`src/rtl/debounce_pkg.sv`:
```
// Shared constants and helpers for board-input conditioning blocks.
// Imported by the tick generator and the debouncer bank.
package debounce_pkg;

    localparam int unsigned DEB_CLK_DIV      = 25000;
    localparam int unsigned DEB_STABLE_TICKS = 3;

    // Ceiling log2, floored at 1 so the result can always size a vector.
    function automatic int unsigned clog2(input int unsigned n);
        int unsigned w;
        int unsigned v;
        w = 0;
        v = (n > 0) ? n - 1 : 0;
        while (v != 0) begin
            w++;
            v = v >> 1;
        end
        return (w == 0) ? 1 : w;
    endfunction

endpackage

```
`src/rtl/tick_gen.sv`:
```
// Free-running clock divider producing a one-cycle strobe every CLK_DIV cycles.
// With CLK_DIV = 1 the strobe is permanently high.
module tick_gen
    import debounce_pkg::*;
#(
    parameter int unsigned CLK_DIV = DEB_CLK_DIV
) (
    input  logic clk,
    input  logic rst_n,
    output logic tick
);

    localparam int unsigned    DivW   = clog2(CLK_DIV);
    localparam logic [DivW-1:0] DivMax = DivW'(CLK_DIV - 1);

    logic [DivW-1:0] div_q;

    always_ff @(posedge clk or negedge rst_n) begin
        if (!rst_n) begin
            div_q <= '0;
        end else if (div_q == DivMax) begin
            div_q <= '0;
        end else begin
            div_q <= div_q + DivW'(1);
        end
    end

    assign tick = (div_q == DivMax);

endmodule

```
`src/rtl/debounce_bank.sv`:
```
// Multi-channel debouncer: per-channel 2-flop synchroniser plus a tick-based
// stability counter, all sharing one slow tick; emits registered rise/fall pulses.
module debounce_bank
    import debounce_pkg::*;
#(
    parameter int unsigned CHANNELS     = 4,
    parameter int unsigned CLK_DIV      = DEB_CLK_DIV,
    parameter int unsigned STABLE_TICKS = DEB_STABLE_TICKS,
    parameter bit          RESET_LEVEL  = 1'b0
) (
    input  logic                clk,
    input  logic                rst_n,
    input  logic [CHANNELS-1:0] signal_in,
    output logic [CHANNELS-1:0] signal_out,
    output logic [CHANNELS-1:0] rise,
    output logic [CHANNELS-1:0] fall,
    output logic                tick
);

    localparam int unsigned     CntW    = clog2(STABLE_TICKS + 1);
    localparam logic [CntW-1:0] CntLast = CntW'(STABLE_TICKS - 1);

    tick_gen #(
        .CLK_DIV(CLK_DIV)
    ) u_tick_gen (
        .clk  (clk),
        .rst_n(rst_n),
        .tick (tick)
    );

    for (genvar i = 0; i < CHANNELS; i++) begin : g_chan
        logic            meta_q;
        logic            sync_q;
        logic            level_q;
        logic            rise_q;
        logic            fall_q;
        logic [CntW-1:0] cnt_q;

        always_ff @(posedge clk or negedge rst_n) begin
            if (!rst_n) begin
                meta_q  <= RESET_LEVEL;
                sync_q  <= RESET_LEVEL;
                level_q <= RESET_LEVEL;
                rise_q  <= 1'b0;
                fall_q  <= 1'b0;
                cnt_q   <= '0;
            end else begin
                meta_q <= signal_in[i];
                sync_q <= meta_q;
                rise_q <= 1'b0;
                fall_q <= 1'b0;
                // A return to the accepted level always wins, even on a qualifying tick.
                if (sync_q == level_q) begin
                    cnt_q <= '0;
                end else if (tick && cnt_q == CntLast) begin
                    level_q <= sync_q;
                    cnt_q   <= '0;
                    rise_q  <= sync_q;
                    fall_q  <= ~sync_q;
                end else if (tick) begin
                    cnt_q <= cnt_q + CntW'(1);
                end
            end
        end

        assign signal_out[i] = level_q;
        assign rise[i]       = rise_q;
        assign fall[i]       = fall_q;
    end

endmodule
```
`config.mk`:
```
export PLATFORM = sky130hd
export DESIGN_NAME = debounce_bank
export DESIGN_NICKNAME = d
export VERILOG_FILES = /design/src/rtl/debounce_pkg.sv /design/src/rtl/tick_gen.sv /design/src/rtl/debounce_bank.sv
export SDC_FILE = /design/constraint.sdc
export NUM_CORES = 1
export LEC_CHECK = 0
export ABC_AREA = 1
export BUFFER_PORTS_ARGS = -buffer_cell sky130_fd_sc_hd__buf_2
export CAP_MARGIN = 20
export CORE_MARGIN = 4
export CORE_UTILIZATION = 40
export CTS_CLUSTER_SIZE = 28
export DETAILED_ROUTE_END_ITERATION = 16
export PLACE_DENSITY = 0.56
export SLEW_MARGIN = 20
export SYNTH_ARGS = -nofsm -noshare
export SYNTH_HDL_FRONTEND = slang
export SYNTH_SLANG_ARGS = --single-unit
export TNS_END_PERCENT = 30
```
`constraint.sdc`:
```
create_clock -name clk -period 1.65 [get_ports clk]
set_clock_uncertainty 0.1 [all_clocks]
set_input_delay 0.165 -clock clk [delete_from_list [all_inputs] [get_ports clk]]
set_output_delay 0.165 -clock clk [all_outputs]
set_load 0.03 [all_outputs]
```
==> Yosys cells after proc, flatten, opt, wreduce, memory -nomap -nowiden <==
Cells that the tools add are included.
{ "totals": {"ff_bits": 43, "in_bits": 6, "out_inout_bits": 13, "word_cells": 88} }
{ "classes": {"add_sub_neg": 5, "n_eq_ne": 9, "n_mux": 29, "bitwise": 8, "reduce_logical": 12} }
{ "ops": {"columns": ["cell", "n"], "rows": [
  ["$mux 2", 12],
  ["$mux 1", 16],
  ["$add 15x1->15 const B", 1],
  ["$eq 15x15->1 const B", 1],
  ["$mux 15", 1],
  ["$reduce_bool 3->1", 4],
  ["$add 2x1->2 const B", 4],
  ["$eq 2x2->1 const B", 4],
  ["$not 1->1", 8],
  ["$reduce_and 2->1", 4],
  ["$eq 1x1->1", 4],
  ["$logic_and 1x1->1", 4]
]} }

==> Depth between registers and ports, before layout <==
Gate-level depths: netlist (run 1).
{ "depth": {"depth_word": 4, "mapped_depth": 9} }

==> Cells and area by module <==
From an unflattened synthesis (run 1), not the netlist that was laid out.
{ "unflattened": {"cells_unflattened": 259, "area_unflattened_um2": 2069.5} }
{ "by_module_without_submodules": {"columns": ["mod", "n_inst", "cells_per_inst", "area_each_um2", "seq_area_each_um2"], "rows": [
  ["debounce_bank", 1, 130, 1169.9, 700.7],
  ["tick_gen", 1, 129, 899.6, 375.4]
]} }

==> Worst setup path before layout (run 1) <==
Ideal clock, no wire load.
{ "synth_path": {"path_kind": "reg2reg", "start": "register u_tick_gen.div_q[0]", "end": "register g_chan[0].cnt_q[0]", "setup_time_ps": 65, "arrival_time_ps": 1292, "required_time_ps": 1485, "slack_ps": 193, "path_stages_with_launch": 9, "path_buffers": 1, "path_cell_list": "dfrtp_1 > ha_1 > nand2_1 > inv_2 > nand3_2 > nor2_8 > buf_6 > nand3b_1 > nand2_1"} }
{ "synth_between": {"elab_chain_cells": 4} }
{ "synth_rtl": {"columns": ["item", "line_no", "source"], "rows": [
  ["from (decl)", "tick_gen.sv:16", "logic [DivW-1:0] div_q;"],
  ["from (signal assigned)", "tick_gen.sv:24", "div_q <= div_q + DivW'(1);"],
  ["$eq 15x15->1 (*)", "tick_gen.sv:28", "assign tick = (div_q == DivMax);"],
  ["net tick", "debounce_bank.sv:17", "output logic tick"],
  ["$logic_and 1x1->1", "debounce_bank.sv:55", "end else if (tick && cnt_q == CntLast) begin"],
  ["$mux 2", "debounce_bank.sv:55", null],
  ["$mux 2", "debounce_bank.sv:53", "if (sync_q == level_q) begin"],
  ["to (signal assigned)", "debounce_bank.sv:61", "cnt_q <= cnt_q + CntW'(1);"],
  ["to (decl)", "debounce_bank.sv:37", "logic [CntW-1:0] cnt_q;"]
]} }
The timed path passes the listed nets; every way through them passes the cells marked *.
A chain may end at the register's enable or synchronous reset.

==> Worst setup path after layout (run 1) <==
{ "layout_path": {"start": "register u_tick_gen.div_q[12]", "end": "output tick"} }
{ "layout_between": {"elab_chain_cells": 1} }
{ "layout_rtl": {"columns": ["item", "line_no"], "rows": [
  ["$eq 15x15->1", "tick_gen.sv:28"],
  ["to (decl)", "debounce_bank.sv:17"]
]} }
Every way passes these cells.

==> flow_summary.json, run 1 <==
{
  "status": "completed",
  "dp_slack_ns": 0.0622,
  "io_buffers": 18,
  "p_switching_uw": 392,
  "die_area_um2": 6530,
  "wl_mm": 4.13,
  "criticalPathCategory": "flip-flop to output pin",
  "startpoint_type": "flip-flop",
  "syn_area_um2": 2120,
  "setup_ws_ns": 0.0303,
  "min_period_ns": 1.62,
  "num_antenna_cells": 0,
  "combPwrFrac": 0.029,
  "grtUsageMet3": 0.0366,
  "fin_crit_sh": 0.982,
  "pwr_density_cell_nw_per_um2": 702,
  "drc": 0,
  "first_global_vias": 1585,
  "p_sw_frac": 0.221,
  "path_clk_slew_ns": 0.08,
  "tritoncts": "yes",
  "setup_viol": 0,
  "io_pins": 19,
  "p_leak_uw": 0.00131,
  "cellInternalPower_uw": 1380,
  "finalNetCount": 310,
  "ys_types": 22,
  "ys_seq_elements": 43,
  "clock-root-buffer": "clkbuf_8",
  "busiest_layer": "met2",
  "drv_cap": 0,
  "cts_inserted_buffers": 5,
  "gp_congestion": 0.871,
  "die_x_um": 80.8,
  "worstSkewPairLatency_ns": 0.29,
  "power_frac_seq": 0.603,
  "use_met2": 0.213,
  "antenna_left": 0,
  "initial_core_util": 0.413,
  "antenna_found_initial": 0,
  "synth_top_flop_cell": "dfrtp_1",
  "clock_sinks": 43,
  "relSlewSlack": 0.646,
  "die_h_um": 80.8,
  "drive_gt1_frac": 0.204,
  "grt_max_degree": 44,
  "finalMaxSlewViolations": 0,
  "ir_drop_uv": 504,
  "rsz0062_at_grt": "yes",
  "overflow": 0,
  "synthToLayoutAreaGrowth_pct": 18.8,
  "finalHoldViolCount": 0,
  "synth_edf_count": 0,
  "vias": 1683,
  "grt_pass1_wl_mm": 7.23,
  "cts_buffer_depth": 2,
  "crit_required_ns": 1.38,
  "cp.arrival_ns": 1.35,
  "cp-end-kind": "output pin",
  "whs_ns": 0.251,
  "hold_path_class": "flip-flop to flip-flop",
  "placement_rows": 26,
  "tightest_slew_ns": 0.530,
  "dp_hpwl_mm": 2.83,
  "clkPwrFrac": 0.367,
  "synth_fp_nets": 276,
  "drt-initial-drc-count": 65,
  "firstDrtPassIters": 4,
  "worstPathMaxFanout": 4,
  "syn_inst": 269,
  "synth-seq-area-share": 0.507,
  "routedWlPerCell_um": 11.0,
  "grtUsageTotal": 0.143,
  "syn_avg_cell_area_um2": 7.89,
  "grt.met1_usage": 0.202,
  "via_per_inst": 4.50,
  "max_freq_mhz": 617,
  "ys_warn_count": 0,
  "async_reset_ff_frac": 1.00,
  "core-area_um2": 5140,
  "cts.htree.levels": 2
}
[layout by cell type, fill, tap and decap left out, types with 3 or more instances in the layout]
cell,Yosys,final
dlygate4sd3_1,0,5
inv_1,36,35
a21oi_1,9,9
nand2_1,57,55
buf_4,13,17
inv_2,6,7
nand3b_1,3,3
nand3_1,24,24
dfrtp_1,43,41
nand4_1,6,6
nor2_1,51,50
nor3_1,7,7
clkbuf_8,0,5
buf_2,0,17
[power by group through the flow]
| stage | registers (uW) | clock network [uW] | logic, uW |
|---|---|---|---|
| 4_1_cts | 1070 | 676 | 54.6 |
| 6_report | 1070 | 650 | 52.1 |
| 5_1_grt | 1070 | 730 | 63.6 |
| 3_5_place_dp | 1090 | 0 | 45.3 |
| 3_3_place_gp | 1090 | 0 | 46.2 |
| 2_1_floorplan | 1090 | 0 | 14.4 |
[kinds of logic (layout without fill, tap and decap cells)]
| logic type | count (synthesis) | count (layout) | synth area share |
|---|---|---|---|
| AO/OA/AOI/OAI | 12 | 12 | 0.0283 |
| XOR/XNOR | 2 | 2 | 0.00826 |
| adder cells (fa/ha/maj) | 1 | 1 | 0.00590 |
| buffers and inverters | 58 | 93 | 0.133 |
| flip-flops | 43 | 43 | 0.507 |
| AND/OR/NAND/NOR | 153 | 153 | 0.318 |
[through the flow]
step / total power, uW / TNS (ns) / instances / cell area, um2 / utilization
after CTS: 1800 / 0 / 366 / 2420 / 0.471
after global routing: 1860 / -0.0658 / 374 / 2520 / 0.490
after detailed placement: 1130 / 0 / 348 / 2240 / 0.435
final: 1770 / 0 / 374 / 2520 / 0.490
after global placement: 1140 / 0 / 348 / 2240 / 0.435
after floorplan: 1100 / 0 / 269 / 2120 / -
[critical path, stage by stage (launching register included)]
cell     delay [ns]
dfrtp_1        0.42
inv_2          0.09
nand2_1        0.06
nor2_2         0.11
nand2_2        0.10
nor2_8         0.14
buf_6          0.14
[area by class of cell]
class / count / area (um2)
Clock buffer: 6 / 72.6
Tap cell: 70 / 87.6
Fill cell: 531 / 2620
Sequential cell: 43 / 1080
Timing Repair Buffer: 42 / 305
Inverter: 43 / 161
Clock inverter: 2 / 12.5
Multi-Input combinational cell: 168 / 802
[synth_stat cells (3+ instances only)]
library cell	instances	area, um2
buf_4	13	97.6
nand3_1	24	120
inv_1	36	135
inv_2	6	22.5
dfrtp_1	43	1080
nand4_1	6	37.5
nand2_1	57	214
nor3_1	7	35.0
nor2_1	51	191
a21oi_1	9	45.0
nand3b_1	3	22.5
[registers in the layout (all words and copies together) (netlist names)]
signal and count:
u_tick_gen.div_q 15, g_chan.level_q 4, g_chan.meta_q 4, g_chan.sync_q 4, g_chan.rise_q 4, g_chan.cnt_q 8
g_chan.fall_q 4
[worst paths after layout]
check                           depth (start not counted)              endpoint                  from  slack (ns)
max in group asynchronous                               3   u_tick_gen.div_q[6]                 rst_n        0.69
worst max register to register                          9     g_chan[3].level_q   u_tick_gen.div_q[3]        0.07
min in group asynchronous                               3  u_tick_gen.div_q[12]                 rst_n        0.38
worst max-delay path                                    6                  tick  u_tick_gen.div_q[12]        0.03
worst min-delay path                                    0      g_chan[3].sync_q      g_chan[3].meta_q        0.25
worst min register to register                          0      g_chan[3].sync_q      g_chan[3].meta_q        0.25
[routing by layer]
layer  share of wire  wire length [um]  vias up
met2            0.46              1900       31
met5               0                 0        -
met4          0.0065                27        0
met1            0.49              2030      767
met3           0.041               169        2
li1                -                 -      883
[timing repair]
item,4_1_cts,5_1_grt
endpoints found under the setup margin,1,18
hold buffers,5,0
resized for setup,5,9
hold endpoints to repair,47,0
buffers inserted,5,8
pin swaps,1,2
Note: power is estimated with default switching activity, not from simulation.
==> inputs of run 2 (changes only) <==
SETUP_SLACK_MARGIN = 0.1   (was default)
==> run 2 against run 1 <==
Sequential power hardly changed. Clock power is essentially flat. Maximum frequency up 1.4%. Hold slack about the same. Final cell count grew 1.3%. Register-to-register slack better by 0.06 ns. Critical path depth stayed put. Global-route usage rose by 0.33 points. Non-clock buffer count up 5. Total power barely moved. Routed wire length rose by 0.65%. Largest cell class unchanged. Highest routed layer unchanged.
==> flow_summary.json, run 2 (synthesis results as in run 1) <==
{
  "overflow": 0,
  "clkPwrFrac": 0.367,
  "clock-root-buffer": "clkbuf_8",
  "vias": 1715,
  "p_switching_uw": 391,
  "routedWlPerCell_um": 11.0,
  "whs_ns": 0.251,
  "largest_reg_flops": 15,
  "relSlewSlack": 0.648,
  "p_sw_frac": 0.221,
  "startpoint_type": "flip-flop",
  "fin_crit_sh": 0.968,
  "tritoncts": "yes",
  "min_period_ns": 1.60,
  "initial_core_util": 0.413,
  "power_frac_seq": 0.604,
  "core-area_um2": 5140,
  "grtUsageTotal": 0.146,
  "cp-end-kind": "output pin",
  "placement_rows": 26,
  "fin_util": 0.502,
  "cellInternalPower_uw": 1380,
  "tightest_slew_ns": 0.528,
  "die_h_um": 80.8,
  "most-common-layout-cells": "nand2_1 (52), nor2_1 (45), dfrtp_1 (41)",
  "max_freq_mhz": 626,
  "p_leak_uw": 0.00133,
  "worstSkewPairLatency_ns": 0.29,
  "combPwrFrac": 0.029,
  "drt-initial-drc-count": 55,
  "die_x_um": 80.8,
  "finalNetCount": 315,
  "dp_hpwl_mm": 2.83,
  "rsz0062_at_grt": "yes",
  "wl_mm": 4.15,
  "top_register": "u_tick_gen.div_q",
  "hold_path_class": "flip-flop to flip-flop",
  "setup_viol": 0,
  "cts_inserted_buffers": 5,
  "drv_cap": 0,
  "cts.htree.levels": 2,
  "final_common_cell": "nand2_1",
  "first_global_vias": 1647,
  "ir_drop_uv": 508,
  "grt_pass1_wl_mm": 7.42,
  "io_pins": 19,
  "clock_sinks": 43,
  "num_antenna_cells": 0,
  "criticalPathCategory": "flip-flop to output pin",
  "hold_depth": 0,
  "cts_buffer_depth": 2,
  "synthToLayoutAreaGrowth_pct": 21.6,
  "pwr_density_cell_nw_per_um2": 685,
  "status": "completed",
  "cp.arrival_ns": 1.33,
  "grt_max_degree": 44,
  "drive_gt1_frac": 0.249,
  "finalHoldViolCount": 0,
  "antenna_left": 0,
  "die_area_um2": 6530,
  "dp.cells": 348,
  "worstPathMaxFanout": 3,
  "fill_cells": 529,
  "gp_congestion": 0.871,
  "fin_cells": 379,
  "drc": 0,
  "crit_required_ns": 1.38,
  "via_per_inst": 4.53,
  "antenna_found_initial": 0,
  "io_buffers": 18,
  "r2r_cells": 9,
  "finalMaxSlewViolations": 0,
  "path_clk_slew_ns": 0.08,
  "top_regs": "u_tick_gen.div_q: 15 flops, g_chan.cnt_q: 8 flops",
  "firstDrtPassIters": 4
}
[run 2: power by group through the flow]
stage,clock [uW],sequential (uW),combinational [uW]
3_3_place_gp,0,1090,46.2
3_5_place_dp,0,1090,45.3
4_1_cts,676,1070,54.6
6_report,649,1070,52.1
2_1_floorplan,0,1090,14.4
5_1_grt,730,1070,63.6
[run 2: area by class of cell]
cell class	count	area, um2	area share
Tap cell	70	87.6	0.0339
Inverter	43	161	0.0625
Timing Repair Buffer	47	347	0.134
Multi-Input combinational cell	168	822	0.318
Sequential cell	43	1080	0.418
Clock inverter	2	12.5	0.00485
Clock buffer	6	72.6	0.0281
[run 2: stage by stage]
| step | total power (uW) | worst slack, ns | TNS [ns] | instance area (um2) |
|---|---|---|---|---|
| CTS | 1800 | 0.0623 | 0 | 2520 |
| floorplan | 1100 | 0.193 | 0 | 2120 |
| detailed placement | 1130 | 0.0622 | 0 | 2240 |
| finish | 1770 | 0.0528 | 0 | 2580 |
| global placement | 1140 | 0.0855 | 0 | 2240 |
| global route | 1860 | -0.0318 | -0.0344 | 2580 |
[run 2: timing repair]
action,4_1_cts,5_1_grt
pin swaps,7,5
buffers inserted,17,1
resized for setup,9,15
hold buffers,5,0
setup endpoints to repair,17,27
hold endpoints to repair,47,0
[run 2: routing by layer]
layer,vias up,share of wire,GRT usage
met5,-,0,0
met4,0,0.010,0.0439
met3,4,0.037,0.0344
met2,23,0.46,0.225
met1,790,0.49,0.204
li1,898,-,-
[run 2: critical path, cell delays in order (launching register included)]
cell     delay (ns)
dfrtp_1        0.42
inv_2          0.07
nand2_1        0.05
nor2_1         0.12
nand2_2        0.10
nor2_8         0.14
buf_6          0.14
[run 2: final timing paths]
| kind | start | endpoint | slack, ns |
|---|---|---|---|
| min in group asynchronous | rst_n | u_tick_gen.div_q[7] | 0.38 |
| setup reg to reg | u_tick_gen.div_q[3] | g_chan[2].level_q | 0.13 |
| setup / recovery | u_tick_gen.div_q[4] | tick | 0.05 |
| max in group asynchronous | rst_n | u_tick_gen.div_q[9] | 0.69 |
| hold reg to reg | g_chan[3].meta_q | g_chan[3].sync_q | 0.25 |
| hold / removal | g_chan[3].meta_q | g_chan[3].sync_q | 0.25 |
